## src/rtl/fir_pkg.sv

```systemverilog
// Shared FIR definitions: the default sample/coefficient width and filter length,
// the serial engine's state encoding, and the accumulator width rule.
package fir_pkg;

    localparam int FIR_N    = 16;
    localparam int FIR_TAPS = 8;

    typedef enum logic [1:0] {
        IDLE = 2'd0,
        MAC  = 2'd1,
        OUT  = 2'd2
    } fir_state_e;

    // AW guard bits absorb the growth from summing TAPS = 2**AW full-scale products.
    function automatic int accw(input int n, input int aw);
        return 2 * n + aw;
    endfunction

endpackage

```

## src/rtl/fir_mac_unit.sv

```systemverilog
// Signed N x N multiplier feeding a sign-extended ACCW accumulator.
// clr has priority over en.
module fir_mac_unit #(
    parameter int N    = 16,
    parameter int ACCW = 35
) (
    input  logic            clk,
    input  logic            rst_n,
    input  logic            clr,
    input  logic            en,
    input  logic [N-1:0]    a,
    input  logic [N-1:0]    b,
    output logic [ACCW-1:0] acc
);

    logic signed [2*N-1:0] prod;
    logic [ACCW-1:0]       prod_ext;

    assign prod     = $signed(a) * $signed(b);
    assign prod_ext = {{(ACCW-2*N){prod[2*N-1]}}, prod};

    always_ff @(posedge clk or negedge rst_n) begin
        if (!rst_n) begin
            acc <= '0;
        end else if (clr) begin
            acc <= '0;
        end else if (en) begin
            acc <= acc + prod_ext;
        end
    end

endmodule

```

## src/rtl/fir_tap_mac.sv

```systemverilog
// Time-multiplexed FIR: one multiply-accumulate per clock over a circular sample
// history, newest tap first, full-precision result on a valid/ready output.
module fir_tap_mac
    import fir_pkg::*;
#(
    parameter int N    = FIR_N,
    parameter int TAPS = FIR_TAPS,
    parameter int AW   = $clog2(TAPS),
    parameter int ACCW = accw(N, AW)
) (
    input  logic            clk,
    input  logic            rst_n,
    input  logic [N-1:0]    in_data,
    input  logic            in_valid,
    output logic            in_ready,
    input  logic            coef_we,
    input  logic [AW-1:0]   coef_addr,
    input  logic [N-1:0]    coef_data,
    output logic [ACCW-1:0] out_data,
    output logic            out_valid,
    input  logic            out_ready,
    output logic [1:0]      dbg_state
);

    // Handshakes: a transfer happens on a rising edge where valid and ready are both
    // high; valid never waits on ready, and out_data is held while out_valid is high.

    localparam logic [AW:0] K_END = (AW+1)'(TAPS);

    fir_state_e      state;
    logic [N-1:0]    hist [TAPS];
    logic [N-1:0]    coef [TAPS];
    logic [AW-1:0]   wr_ptr;
    logic [AW-1:0]   newest;
    logic [AW:0]     k;
    logic [AW-1:0]   tap;
    logic [ACCW-1:0] acc;
    logic            mac_clr;
    logic            mac_en;

    assign in_ready  = (state == IDLE);
    assign dbg_state = state;
    assign tap       = k[AW-1:0];
    assign mac_clr   = (state == IDLE) && in_valid;
    assign mac_en    = (state == MAC) && (k != K_END);

    fir_mac_unit #(
        .N    (N),
        .ACCW (ACCW)
    ) u_mac (
        .clk   (clk),
        .rst_n (rst_n),
        .clr   (mac_clr),
        .en    (mac_en),
        .a     (coef[tap]),
        .b     (hist[newest - tap]),
        .acc   (acc)
    );

    always_ff @(posedge clk or negedge rst_n) begin
        if (!rst_n) begin
            state     <= IDLE;
            wr_ptr    <= '0;
            newest    <= '0;
            k         <= '0;
            out_data  <= '0;
            out_valid <= 1'b0;
            for (int i = 0; i < TAPS; i++) begin
                hist[i] <= '0;
                coef[i] <= '0;
            end
        end else begin
            if (state == IDLE && coef_we) begin
                coef[coef_addr] <= coef_data;
            end
            case (state)
                IDLE: begin
                    if (in_valid) begin
                        hist[wr_ptr] <= in_data;
                        newest       <= wr_ptr;
                        wr_ptr       <= wr_ptr + AW'(1);
                        k            <= '0;
                        state        <= MAC;
                    end
                end
                MAC: begin
                    // k reaching TAPS means the last product is already in acc.
                    if (k == K_END) begin
                        out_data  <= acc;
                        out_valid <= 1'b1;
                        state     <= OUT;
                    end else begin
                        k <= k + (AW+1)'(1);
                    end
                end
                OUT: begin
                    if (out_ready) begin
                        out_valid <= 1'b0;
                        state     <= IDLE;
                    end
                end
                default: state <= IDLE;
            endcase
        end
    end

endmodule

```

## config.mk

```make
export PLATFORM = sky130hd
export DESIGN_NAME = fir_tap_mac
export DESIGN_NICKNAME = d
export VERILOG_FILES = /design/src/rtl/fir_pkg.sv /design/src/rtl/fir_mac_unit.sv /design/src/rtl/fir_tap_mac.sv
export SDC_FILE = /design/constraint.sdc
export NUM_CORES = 1
export LEC_CHECK = 0
export ABC_AREA = 1
export ABC_CLOCK_PERIOD_IN_PS = 16670
export CAP_MARGIN = 20
export CORE_ASPECT_RATIO = 1.5
export CORE_UTILIZATION = 28
export DETAILED_ROUTE_END_ITERATION = 8
export GPL_TIMING_DRIVEN = 0
export PLACE_DENSITY = 0.41
export SLEW_MARGIN = 20
export SYNTH_ARGS = -nofsm -noshare
export SYNTH_HDL_FRONTEND = slang
export SYNTH_SLANG_ARGS = --single-unit
```

## constraint.sdc

```tcl
create_clock -name clk -period 16.67 [get_ports clk]
set_input_delay 3.334 -clock clk [delete_from_list [all_inputs] [get_ports clk]]
set_output_delay 3.334 -clock clk [all_outputs]
set_load 0.02 [all_outputs]
```

Word-level counts from Yosys, hierarchy flattened
Cells that the tools add are included.
W data, S select, Z words.

storage, ports and cells
  input bits = 40
  bits in registers = 339
  word-level logic and storage cells = 84

operators by class
  $lt $le $gt $ge = 6
  $mul = 1
  muxes and demuxes = 24
  bitwise logic cells = 4
  equality and inequality tests = 8
  add/subtract/negate cells = 4
  reductions and logical operators = 14

operators by type and width
  operator               count
  $bwmux W128            2
  $bmux W16 S3           2
  $demux W16 S3          2
  $mux W16               6
  $mux W35               2
  $add A35 B35 Y35       1
  $mul A16 B16 Y32       1
  $ge A4 B4 Y1 const B   4
  $not A3 Y4             4
  $reduce_and A3 Y1      3
  $lt A4 B1 Y1 const B   2
  $mux W4                2
  $pmux W4 S2            1
  $mux W2                3
  $ne A2 B2 Y1 const B   3
  $pmux W2 S3            1
  $reduce_bool A2 Y1     3
  $logic_and A1 B1 Y1    5
  $add A4 B1 Y4 const B  1
  $eq A4 B4 Y1 const B   1
  $ne A4 B4 Y1 const B   1
  $reduce_and A2 Y1      2
  $add A3 B1 Y3 const B  1
  $sub A3 B3 Y3          1
  6 further kinds        7

Logic depth before layout (Yosys ltp)
  depth after elaboration = 9
  gate-level depth with buffers = 50

Modules after synthesis
A second synthesis with hierarchy kept.

second synthesis, totals
  cells, all modules = 3918
  area, all modules = 28713.8 um^2

by module, submodules not included
  module        seq. area each (um^2)  cells an instance  area an instance (um^2)  times used
  fir_tap_mac   7607.3                 1992               14676.6                  1
  fir_mac_unit  875.8                  1926               14037.2                  1

Least setup slack after synthesis
Ideal clock, no wire load.

  path kind = flip-flop to flip-flop
  from = register k[1]
  to = register u_mac.acc[33]
  cell stages (with the launch flop) = 41
  arrival time = 8334 ps
  buffers on the path = 4
  setup slack = 8213 ps
  path through = dfrtp_1 > buf_2 > inv_1 > clkbuf_1 > fa_1 > inv_1 > buf_2 > buf_2 > a21oi_1 > o21ai_0 > o21ai_0 > nand2_1 > nand2_1 > nor2_1 > inv_1 > fa_1 > inv_1 > fa_1 > [... 5 more ...] > inv_1 > ha_1 > a21oi_1 > o21ai_0 > a211oi_1 > o221ai_1 > xor2_1 > ha_1 > nand2_1 > nor2_1 > inv_1 > nor2_1 > and3_1 > nand3_1 > nand3_1 > a21oi_1 > o21ai_0 > nand2_1

between the ends
  longest elaborated chain between the ends = 9
  elaborated cells on any way between the ends = 16

RTL lines
  item                                          RTL line            RTL
  start: declaration                            fir_tap_mac.sv:35   logic [AW:0] k;
  start signal: assignment                      fir_tap_mac.sv:93   k <= k + (AW+1)'(1);
  $sub A3 B3 Y3                                 fir_tap_mac.sv:56   .b (hist[newest - tap]),
  $not A3 Y4 (not written as such)              fir_tap_mac.sv:56
  $bmux W16 S3                                  fir_tap_mac.sv:56
  $mux W16 (not written as such) (2 in series)  fir_tap_mac.sv:56
  $mul A16 B16 Y32                              fir_mac_unit.sv:19  assign prod = $signed(a) * $signed(b);
  $add A35 B35 Y35                              fir_mac_unit.sv:28  acc <= acc + prod_ext;
  $mux W35                                      fir_mac_unit.sv:27  end else if (en) begin
  $mux W35                                      fir_mac_unit.sv:25  end else if (clr) begin
  end signal: assignment                        fir_mac_unit.sv:28
  end: declaration                              fir_mac_unit.sv:13  output logic [ACCW-1:0] acc

Parallel ways exist; a longest one is shown, timed or not. The select of a mux whose other input is x is not followed.
A chain may end at the register's enable or synchronous reset.

Worst setup path after layout
  from = register k[1]
  to = register u_mac.acc[28]

The elaborated chain is that of the path after synthesis.

==> impl_metrics.csv <==
group,metric,value,unit
run_status,status,"complete, no violations",
synth,synth_edf_count,0,
clock_tree,cts.repair.resized,0,
setup_path,crit_path_start_kind,"register",
setup_path,startpoint,"k[1]",
clock_tree,clkTransAtPathRegs,0.06,ns
min_path,hp-start,"hist[121]",
setup_path,r2r-end,"u_mac.acc[28]",
timing,finalCriticalPeriod,11.28,ns
route,first_pass_iters,7,
cells_and_area,diodes,0,
grt,grt_start_max_net_pins,90,
place,place_hpwl,76170,um
timing,finClkSkew,0.05090,ns
timing,fin_crit_sh,0.6769,
synth,avgSynthCellArea,8.006,um2
setup_path,reg2reg_slack,5.39,ns
cells_and_area,layout_commonest_cell,"nand2_1",
grt,gr-total-overflow,0,
timing,relSlewSlack,0.3086,
floorplanning,die_h,381.2,um
route,via_count,22231,
setup_path,critPathArrivalTime,11.73,ns
cells_and_area,regArea,0.008483,mm2
cells_and_area,multi_input_area,0.01558,mm2
route,final_antenna_net_count,0,
clock_tree,cts_tree,"yes",
clock_tree,clockBufferDepth,3,
clock_tree,cts_buffers,39,
setup_path,rr_worst_depth,40,
synth,syn_area,0.02684,mm2
route,wl,95490,um
synth,synth.ff_latch_count,339,
setup_path,slowest_delay,1.02,ns
timing,fmax,0.08862,GHz
synth,syn_nets,3778,
route,routed_via_density,4.667,
setup_path,cp_max_fo,11,
grt,antenna_found_initial,0,
cells_and_area,layout-drive-gt1-share,0.04282,
clock_tree,htree_num_levels,2,
synth,netlist.area_leader.share,0.3160,
synth,yosysTopAreaCell,"dfrtp_1",
timing,hold_viol,0,
min_path,hold_end,"hist[121]",
job,max-cap-violations,0,
grt,grt_pass1_wl,148500,um
grt,track_usage,0.2046,
synth,seq_area_frac_synth,0.3160,
setup_path,worstSetupEndpointType,"register",
synth,yosysUniqueCellTypes,48,
synth,ys.flop_type,"dfrtp_1",
clock_tree,postCtsSetupRepairBufs,0,
route,drc,0,
floorplanning,coreArea,0.09462,mm2
timing,worstMarginPinSlew,1.030,ns
synth,synth_area_leaders,"dfrtp_1 (32%), fa_1 (20%), nand2_1 (11%)",
min_path,hold_path_depth,2,
setup_path,slowest_stage,"fa_1",
timing,setup_tns,0,ns
route,drt_iter0_drc,1214,
route,wl_per_cell,20.05,um
place,place_congestion,0.8419,
floorplanning,die_area,0.09714,mm2
cells_and_area,syn2layout_area_growth,14.14,%
clock_tree,clockRootBuffer,"clkbuf_16",
synth,yosysWarnings,0,
clock_tree,clk_latency,0.63,ns
timing,setup_viol,0,
setup_path,cp.required,17.11,ns
floorplanning,row_count,138,
floorplanning,initial_utilization,0.2837,
min_path,hp-class,"reg2reg",
grt,grt_pass1_vias,24042,
timing,fin_hold_ws,0.4831,ns
place,port_buffers,78,
floorplanning,die_x,254.8,um
cells_and_area,most-common-layout-cells,"nand2_1 (794), inv_1 (582), o21ai_0 (468)",
cells_and_area,num-nets-final,3901,
cells_and_area,fin_cells,4763,
setup_path,critPathKind,"reg2reg",
synth,synth-async-reset-ratio,1.000,
cells_and_area,fill_cells,10402,
floorplanning,ios,79,
timing,finalMaxSlewViolations,0,
setup_path,r2r_start,"k[1]",
clock_tree,cts.sinks,339,
synth,syn_inst,3353,
timing,rsz0062_at_grt,"no",
clock_tree,cts_hold_buf,0,
place,dp_cells,4695,
logic make-up (layout without fill, tap and decap cells):
group,count (synthesis),count (layout),share of synthesized area
and+or+nand+nor,1170,1170,0.1723
buffers and inverters,717,867,0.1036
AOI/OAI and AO/OA,689,689,0.1345
adders and majority gates,385,385,0.2533
DFF,339,339,0.3160
xor gates and xnor gates,34,34,0.01249
muxes,19,19,0.007877
sequential cells by signal (all words and copies together), names as in the netlist:
| signal | cells |
|---|---|
| dbg_state | 2 |
| coef | 128 |
| out_valid | 1 |
| u_mac.acc | 35 |
| out_data | 35 |
| hist | 128 |
| newest | 3 |
| k | 4 |
| wr_ptr | 3 |
worst max path at each step:
stage,endpoint
2_1_floorplan,u_mac.acc[33]
3_3_place_gp,out_data[18]
3_5_place_dp,u_mac.acc[28]
4_1_cts,u_mac.acc[28]
5_1_grt,u_mac.acc[28]
6_report,u_mac.acc[28]
cell usage after synthesis, types with 5 or more instances:
cell type	count
o21bai_1	7
nand4_1	15
inv_2	5
ha_1	121
a21oi_1	154
a211oi_1	5
a21o_1	6
clkbuf_1	73
nor3_1	14
xnor2_1	13
o22ai_1	12
dfrtp_1	339
buf_2	39
buf_4	5
o21ai_1	7
o21ai_0	468
a31oi_1	6
mux2_2	17
nand3_1	96
o21a_1	12
xor2_1	19
fa_1	264
nand2_1	794
clkinv_1	8
nor2_1	236
inv_1	582
layer usage:
metal | global-route usage | vias up | routed length [um]
met1 | 0.2466 | 11002 | 39400
li1 | - | 10724 | -
met3 | 0.02050 | 127 | 2849
met2 | 0.3706 | 378 | 49650
met5 | 0 | - | 0
met4 | 0.07463 | 0 | 3586
cell type report:
type | count | share of cell area
Multi-Input combinational cell | 2297 | 0.5085
Sequential cell | 339 | 0.2769
Clock buffer | 49 | 0.03471
Buffer | 122 | 0.01789
Clock inverter | 19 | 0.008494
Timing Repair Buffer | 82 | 0.02924
Tap cell | 1260 | 0.05145
Inverter | 595 | 0.07289
per-stage QoR:
step	cell area (um2)	util	worst slack, ns
after floorplan	26840	-	8.213
after global placement	29200	0.3086	-4.249
after detailed placement	29320	0.3098	5.231
after CTS	30640	0.3238	5.185
after global routing	30640	0.3238	4.523
final	30640	0.3238	5.385
worst max-delay path, delay by kind of cell (launching register included):
family	cells	cell delay (ns)
fa+ha+maj	9	5.05
buf+inv	11	2.32
compound gates	8	1.11
simple gates	11	1.98
flops	1	0.41
xor+xnor	1	0.25
Power is left out: the tool's default activity adds up to more than one toggle a clock period on the data nets, which glitch-free logic cannot reach.
